==> src/rtl/pipe_out_fifo.sv <==
// First-word-fall-through output queue behind a valid-only pipeline stage.
// Words are never stalled upstream: a full queue without a pop drops the word and latches overflow.
module pipe_out_fifo #(
    parameter int WIDTH     = 32,
    parameter int DEPTH     = 4,
    parameter int AF_MARGIN = 1
) (
    input  logic                     clk,
    input  logic                     rst,
    input  logic [WIDTH-1:0]         in_data,
    input  logic                     in_valid,
    output logic [WIDTH-1:0]         out_data,
    output logic                     out_valid,
    input  logic                     out_ready,
    output logic [$clog2(DEPTH):0]   count,
    output logic                     almost_full,
    output logic                     overflow
);

    localparam int AW = $clog2(DEPTH);
    localparam int CW = AW + 1;
    localparam logic [CW-1:0] FULL_CNT = CW'(DEPTH);
    localparam logic [CW-1:0] AF_CNT   = CW'(DEPTH - AF_MARGIN);

    logic [WIDTH-1:0] mem [DEPTH];
    logic [AW-1:0]    rd_ptr;
    logic [AW-1:0]    wr_ptr;
    logic             full;
    logic             push;
    logic             pop;

    // Every output is a function of registered state only; in_valid/in_data reach
    // nothing visible until the next edge.
    assign full        = (count == FULL_CNT);
    assign out_valid   = (count != '0);
    assign out_data    = mem[rd_ptr];
    assign almost_full = (count >= AF_CNT);

    // A pop frees the head slot this cycle, so a full queue can still take a word.
    assign pop  = out_valid & out_ready;
    assign push = in_valid & (~full | pop);

    always_ff @(posedge clk) begin
        if (push && !rst) begin
            mem[wr_ptr] <= in_data;
        end
    end

    always_ff @(posedge clk) begin
        if (rst) begin
            rd_ptr   <= '0;
            wr_ptr   <= '0;
            count    <= '0;
            overflow <= 1'b0;
        end else begin
            if (push) begin
                wr_ptr <= wr_ptr + 1'b1;
            end
            if (pop) begin
                rd_ptr <= rd_ptr + 1'b1;
            end
            if (push && !pop) begin
                count <= count + 1'b1;
            end else if (pop && !push) begin
                count <= count - 1'b1;
            end
            if (in_valid && !push) begin
                overflow <= 1'b1;
            end
        end
    end

endmodule

==> config.mk <==
export PLATFORM = sky130hd
export DESIGN_NAME = pipe_out_fifo
export DESIGN_NICKNAME = d
export VERILOG_FILES = /design/src/rtl/pipe_out_fifo.sv
export SDC_FILE = /design/constraint.sdc
export NUM_CORES = 1
export LEC_CHECK = 0
export CAP_MARGIN = 20
export CELL_PAD_IN_SITES_DETAIL_PLACEMENT = 1
export CELL_PAD_IN_SITES_GLOBAL_PLACEMENT = 1
export CORE_ASPECT_RATIO = 1.1
export CORE_MARGIN = 2
export CORE_UTILIZATION = 49
export DETAILED_ROUTE_END_ITERATION = 12
export DONT_BUFFER_PORTS = 1
export PLACE_DENSITY = 0.73
export SYNTH_ARGS = -nofsm -noshare
export SYNTH_HDL_FRONTEND = slang
export SYNTH_SLANG_ARGS = --single-unit
==> constraint.sdc <==
create_clock -name clk -period 3.85 [get_ports clk]
set_input_delay 0.77 -clock clk [delete_from_list [all_inputs] [get_ports clk]]
set_output_delay 0.77 -clock clk [all_outputs]
set_load 0.01 [all_outputs]
==> flow_summary_export.csv, run 1 <==
group,metric,value,unit
hold_path,hold_path_class,"in2reg",
power,p_leak,1.858,nW
sta,slew_viol_final,0,
global_route,busiest_layer,"met2",
sta,rsz0062_at_grt,"false",
worst_setup_path,cp_slowest_cell,"dfxtp_2",
cts,cts_tree,"built",
sta,skew,0.01009,ns
global_route,grt-ovfl-total,0,
floorplan,num_rows,39,
drt,drt_first_iter_violations,91,
global_route,grt_usage,0.1746,
job,max-cap-violations,0,
logic_synthesis,ys_warn_count,0,
global_route,grt_antenna_before_repair,0,
global_route,grt_max_degree,33,
worst_setup_path,cp_top_family,"flip-flops",
sta,post-route-period-util,0.7141,
worst_setup_path,rr_worst_depth,9,
sta,period_needed,2.749,ns
power,finalPower,0.003858,W
power,switchingPower,0.0009513,W
logic_synthesis,syn_inst,219,
logic_synthesis,yosysUniqueCellTypes,26,
worst_setup_path,cp_data_arrival_time,1.98,ns
cts,cts_max_path_buffers,2,
global_route,first_global_vias,2365,
placed_design,place.gp.congestion,0.6886,
power,p_comb_frac,0.155,
cts,cts_hold_buf,0,
power,sw_frac_of_total,0.2465,
power,power_density,657.8,nW/µm²
drt,routedWlPerCell,22.24,µm
logic_synthesis,syn_area_per_cell,23.42,µm²
finish,area_growth_syn_to_layout,14.34,%
sta,hold_ws,0.4232,ns
drt,ant_nets,0,
drt,first_pass_iters,4,
cts,htreeDepth,4,
drt,routed-via-count,2140,
cts,cts_root_buffer,"clkbuf_16",
global_route,grt_first_pass_wirelength,13.75,mm
drt,routed_wl,8.741,mm
sta,slew_headroom,0.4342,
cts,cts_sinks,138,
drt,route.detailed.drc,0,
cts,cts_inserted_buffers,17,
finish,antenna_cells,0,
finish,drive_above_1_share,0.3040,
worst_setup_path,end_kind,"output pin",
floorplan,io_pins,74,
worst_setup_path,crit_type,"reg2out",
power,peakVddDrop,0.0003381,V
cts,cts_setup_buffers,0,
logic_synthesis,seq_area_frac_synth,0.7883,
floorplan,initial_core_util,0.4982,
sta,max_freq,363.8,MHz
hold_path,holdPathStages,1,
placed_design,io_buffers,0,
status,status,"finished clean",
power,p_int,0.002907,W
cts,clock_latency,0.41,ns
finish,fill_cells,863,
floorplan,die_height,111.3,µm
finish,nets,280,
worst_setup_path,cpPeakStageDelay,0.61,ns
sta,finalSetupViolCount,0,
power,seq_power_share,0.481,
logic_synthesis,synth_seq_cells,138,
cts,cts_resized,0,
drt,vias_per_cell,5.445,
placed_design,pre_cts_slack,1.437,ns
floorplan,die-area,11300,µm²
sta,finalHoldViolations,0,
floorplan,coreArea,10300,µm²
floorplan,dieWidth,101.6,µm
worst_setup_path,path_depth,2,
worst_setup_path,cp_max_fo,13,
global_route,use_met3,0.07629,
worst_setup_path,crit_path_start_kind,"flip-flop",
global_route,grt_util_met1,0.2111,
worst_setup_path,critPathRequiredTime,3.08,ns
cts,path_clk_slew,0.05,ns
placed_design,hpwl,5.338,mm
logic_synthesis,synthesis.nets,261,
logic_synthesis,syn_area,5130,µm²
power,clkPwrFrac,0.364,
sta,tightest_slew,0.8487,ns
sta,final.setup.worst_slack,1.101,ns
worst_setup_path,worstPathCellList,"buf_4 > mux4_2",
worst_setup_path,critical_path_buf_inv_count,1,
global_route,use_met2,0.2684,
[per-layer routing]
layer,vias up,part of all wire
li1,944,-
met1,1132,0.39
met2,55,0.53
met3,9,0.066
met4,0,0.014
met5,-,0
[cells in the final DEF (no fill, tap or decap), types with 2 or more instances in the layout]
cell type / synthesis / routed
edfxtp_1: 128 / 128
mux4_2: 32 / 32
clkbuf_16: 0 / 17
nor2_1: 8 / 8
dfxtp_1: 10 / 8
buf_4: 3 / 8
ha_1: 5 / 5
clkinv_1: 0 / 5
nor3b_2: 0 / 4
xor2_1: 4 / 4
clkinv_2: 0 / 4
inv_1: 3 / 3
mux2i_1: 2 / 2
a21oi_1: 2 / 2
nand2b_1: 2 / 2
dfxtp_2: 0 / 2
clkbuf_1: 1 / 2
clkinvlp_4: 0 / 2
[cell type report]
class / instances / area (µm²) / area share
inverter: 4 / 15.01 / 0.002560
timing repair buffer: 8 / 60.06 / 0.01024
clock buffer: 19 / 432.9 / 0.07381
clock inverter: 12 / 83.83 / 0.01429
multi-input combinational: 69 / 1049 / 0.1788
tap: 143 / 178.9 / 0.03050
sequential: 138 / 4046 / 0.6898
[final timing paths]
kind | from | end | slack [ns]
max | flip-flop | out_data[4] | 1.10
min | rst | flip-flop | 0.42
max reg2reg | count[0] | count[2] | 1.61
min reg2reg | wr_ptr[1] | wr_ptr[1] | 0.52
[through the flow]
| step | util | cell area, µm² | instances | TNS (ns) |
|---|---|---|---|---|
| 2_1_floorplan | - | 5130 | 219 | -0.04142 |
| 3_3_place_gp | 0.5195 | 5349 | 362 | 0 |
| 3_5_place_dp | 0.5195 | 5349 | 362 | 0 |
| 4_1_cts | 0.5697 | 5866 | 393 | 0 |
| 5_1_grt | 0.5697 | 5866 | 393 | 0 |
| 6_report | 0.5697 | 5866 | 393 | 0 |
[sequential cells by signal (all words and copies together) (netlist names), named ones only]
register,count
overflow,1
wr_ptr,2
count,3
mem,128
rd_ptr,2
[synth_stat cells]
cell type,instances,share of area
ha_1,5,0.012
nand2b_1,2,0.0024
mux4_2,32,0.14
or3_1,1,0.0012
a21o_2,1,0.0017
nor2_1,8,0.0059
dfxtp_1,10,0.039
clkbuf_1,1,0.00073
o311ai_0,1,0.0017
o21ai_0,1,0.00097
inv_2,1,0.00073
fa_1,1,0.0039
or3_2,1,0.0015
buf_2,1,0.00097
mux2_4,1,0.0029
edfxtp_1,128,0.75
buf_1,3,0.0022
xor2_1,4,0.0068
inv_1,3,0.0022
nor3b_1,4,0.0059
o31ai_1,1,0.0015
mux2i_1,2,0.0039
nand2b_4,1,0.0027
buf_4,3,0.0044
a21oi_1,2,0.0020
nor4b_2,1,0.0029
[cells by family after synthesis]
group                      share of synthesized area
and+or+nand+nor                              0.02244
buffers and inverters                        0.01122
xor gates and xnor gates                    0.006829
AOI/OAI and AO/OA                           0.007805
muxes                                         0.1473
adders and majority gates                    0.01610
DFF                                           0.7883
[power groups by stage]
stage	sequential, W	clock (W)	combinational [W]
floorplan	0.00182	0	0.000562
global placement	0.00189	0	0.000604
detailed placement	0.00189	0	0.000613
CTS	0.00186	0.00144	0.000615
global route	0.00188	0.00150	0.000651
finish	0.00186	0.00140	0.000599
Note: power is estimated with default switching activity, not from simulation.
==> run 2, diff against run 1 <==
==> constraint.sdc (replaced) <==
create_clock -name clk -period 2.35 [get_ports clk]
set_input_delay 0.47 -clock clk [delete_from_list [all_inputs] [get_ports clk]]
set_output_delay 0.47 -clock clk [all_outputs]
set_load 0.01 [all_outputs]
==> flow_summary_export.csv, run 2 (synthesis results as in run 1) <==
group,metric,value,unit
finish,reg_top3,"mem (128), count (3)",
worst_setup_path,critical_path_buf_inv_count,1,
sta,post-route-period-util,0.9401,
worst_setup_path,end_kind,"output pin",
sta,hold_ws,0.1199,ns
sta,slew_headroom,0.7207,
finish,nets,286,
power,peakVddDrop,0.0005559,V
drt,routed_wl,8.757,mm
global_route,use_met3,0.07629,
drt,vias_per_cell,5.435,
sta,rsz0062_at_grt,"false",
power,switchingPower,0.001685,W
cts,cts_hold_buf,0,
finish,largest_register_ffs,128,
global_route,busiest_layer,"met2",
cts,cts_tree,"built",
worst_setup_path,crit_path_start_kind,"flip-flop",
floorplan,die_height,111.3,µm
placed_design,hpwl,5.429,mm
placed_design,io_buffers,0,
floorplan,initial_core_util,0.4982,
sta,max_freq,452.6,MHz
power,sw_frac_of_total,0.2499,
finish,antenna_cells,0,
placed_design,placed_area,5456,µm²
cts,cts_setup_buffers,0,
global_route,use_met2,0.2732,
cts,cts_max_path_buffers,2,
global_route,grt_max_degree,20,
finish,layout.cells.non_filler,400,
drt,ant_nets,0,
floorplan,num_rows,39,
sta,tightest_slew,0.4185,ns
global_route,grt_antenna_before_repair,0,
cts,cts_resized,0,
finish,final_common_cell,"edfxtp_1",
worst_setup_path,cp_top_family,"multiplexers",
cts,htreeDepth,4,
power,p_leak,1.951,nW
power,power_density,1113,nW/µm²
drt,routedWlPerCell,21.89,µm
cts,path_clk_slew,0.06,ns
global_route,grt_usage,0.1731,
finish,drive_above_1_share,0.3502,
sta,period_needed,2.209,ns
sta,slew_viol_final,0,
worst_setup_path,crit_type,"reg2out",
floorplan,coreArea,10300,µm²
worst_setup_path,critPathRequiredTime,1.88,ns
drt,route.detailed.drc,0,
placed_design,dp.cells,368,
power,seq_power_share,0.439,
sta,final.setup.worst_slack,0.1407,ns
sta,finalHoldViolations,0,
finish,final_cell_mix,"edfxtp_1 (128), mux4_2 (32), clkbuf_16 (17)",
power,p_comb_frac,0.165,
finish,finalInstanceArea,6058,µm²
finish,top_register,"mem",
floorplan,die-area,11300,µm²
sta,skew,0.007959,ns
cts,cts_inserted_buffers,17,
worst_setup_path,worstPathCellList,"buf_4 > mux4_2",
placed_design,pre_cts_slack,0.1692,ns
global_route,grt_first_pass_wirelength,13.63,mm
global_route,first_global_vias,2422,
worst_setup_path,cpPeakStageDelay,0.63,ns
hold_path,hold_path_class,"in2reg",
worst_setup_path,cp_slowest_cell,"mux4_2",
cts,cts_sinks,138,
cts,cts_root_buffer,"clkbuf_16",
floorplan,io_pins,74,
global_route,grt_util_met1,0.1986,
worst_setup_path,cp_data_arrival_time,1.74,ns
job,max-cap-violations,0,
power,clkPwrFrac,0.396,
power,p_int,0.005056,W
global_route,grt-ovfl-total,0,
sta,finalSetupViolCount,0,
worst_setup_path,cp_max_fo,19,
placed_design,place.gp.congestion,0.7554,
status,status,"finished clean",
drt,drt_first_iter_violations,100,
cts,clock_latency,0.41,ns
finish,area_growth_syn_to_layout,18.10,%
drt,first_pass_iters,4,
drt,routed-via-count,2174,
floorplan,dieWidth,101.6,µm
## run 2: cell types whose count changed in the layout (fill, tap and decap cells not counted), sizes merged
cell,change
buf,+6
bufinv,+2
clkbuf,-1
clkinv,-4
clkinvlp,+1
inv,+3
## run 2: worst reg2reg max path, stage by stage (launching register included)
cell and delay [ns]:
dfxtp_1 0.39, o31ai_1 0.43, ha_1 0.26, inv_1 0.06
fa_1 0.37, xor2_1 0.18, or3_1 0.31, a21oi_1 0.13
## run 2: stage by stage
| stage | total power, W | utilization | setup TNS, ns |
|---|---|---|---|
| 2_1_floorplan | 0.003899 | - | -23.53 |
| 3_3_place_gp | 0.004138 | 0.5300 | 0 |
| 3_5_place_dp | 0.004152 | 0.5300 | 0 |
| 4_1_cts | 0.006842 | 0.5883 | 0 |
| 5_1_grt | 0.007013 | 0.5884 | 0 |
| 6_report | 0.006740 | 0.5884 | 0 |
## run 2: final timing paths
path	to	slack, ns	cells after the start	start
setup / recovery	out_data[14]	0.14	2	flip-flop
hold / removal	flip-flop	0.12	1	rst
setup reg to reg	count[2]	0.15	7	count[2]
hold reg to reg	wr_ptr[1]	0.52	2	wr_ptr[1]
## run 2: routing by layer
metal	up-vias	wire, µm
li1	964	-
met1	1140	3374
met2	56	4587
met3	14	613
met4	0	182
met5	-	0
## run 2: final cells by class
class	count	area (µm²)
Multi-Input combinational cell	69	1074
Sequential cell	138	4048
Clock buffer	18	429.2
Tap cell	143	178.9
Inverter	4	15.01
Timing Repair Buffer	14	142.6
Clock inverter	14	171.4
Fill cell	843	4238
## run 2: power by group through the flow
stage               Combinational, W  Sequential [W]  Clock, W
floorplan                   0.000924         0.00297         0
global placement             0.00113         0.00300         0
detailed placement           0.00114         0.00301         0
CTS                          0.00115         0.00296   0.00273
global route                 0.00122         0.00298   0.00281
finish                       0.00111         0.00296   0.00267
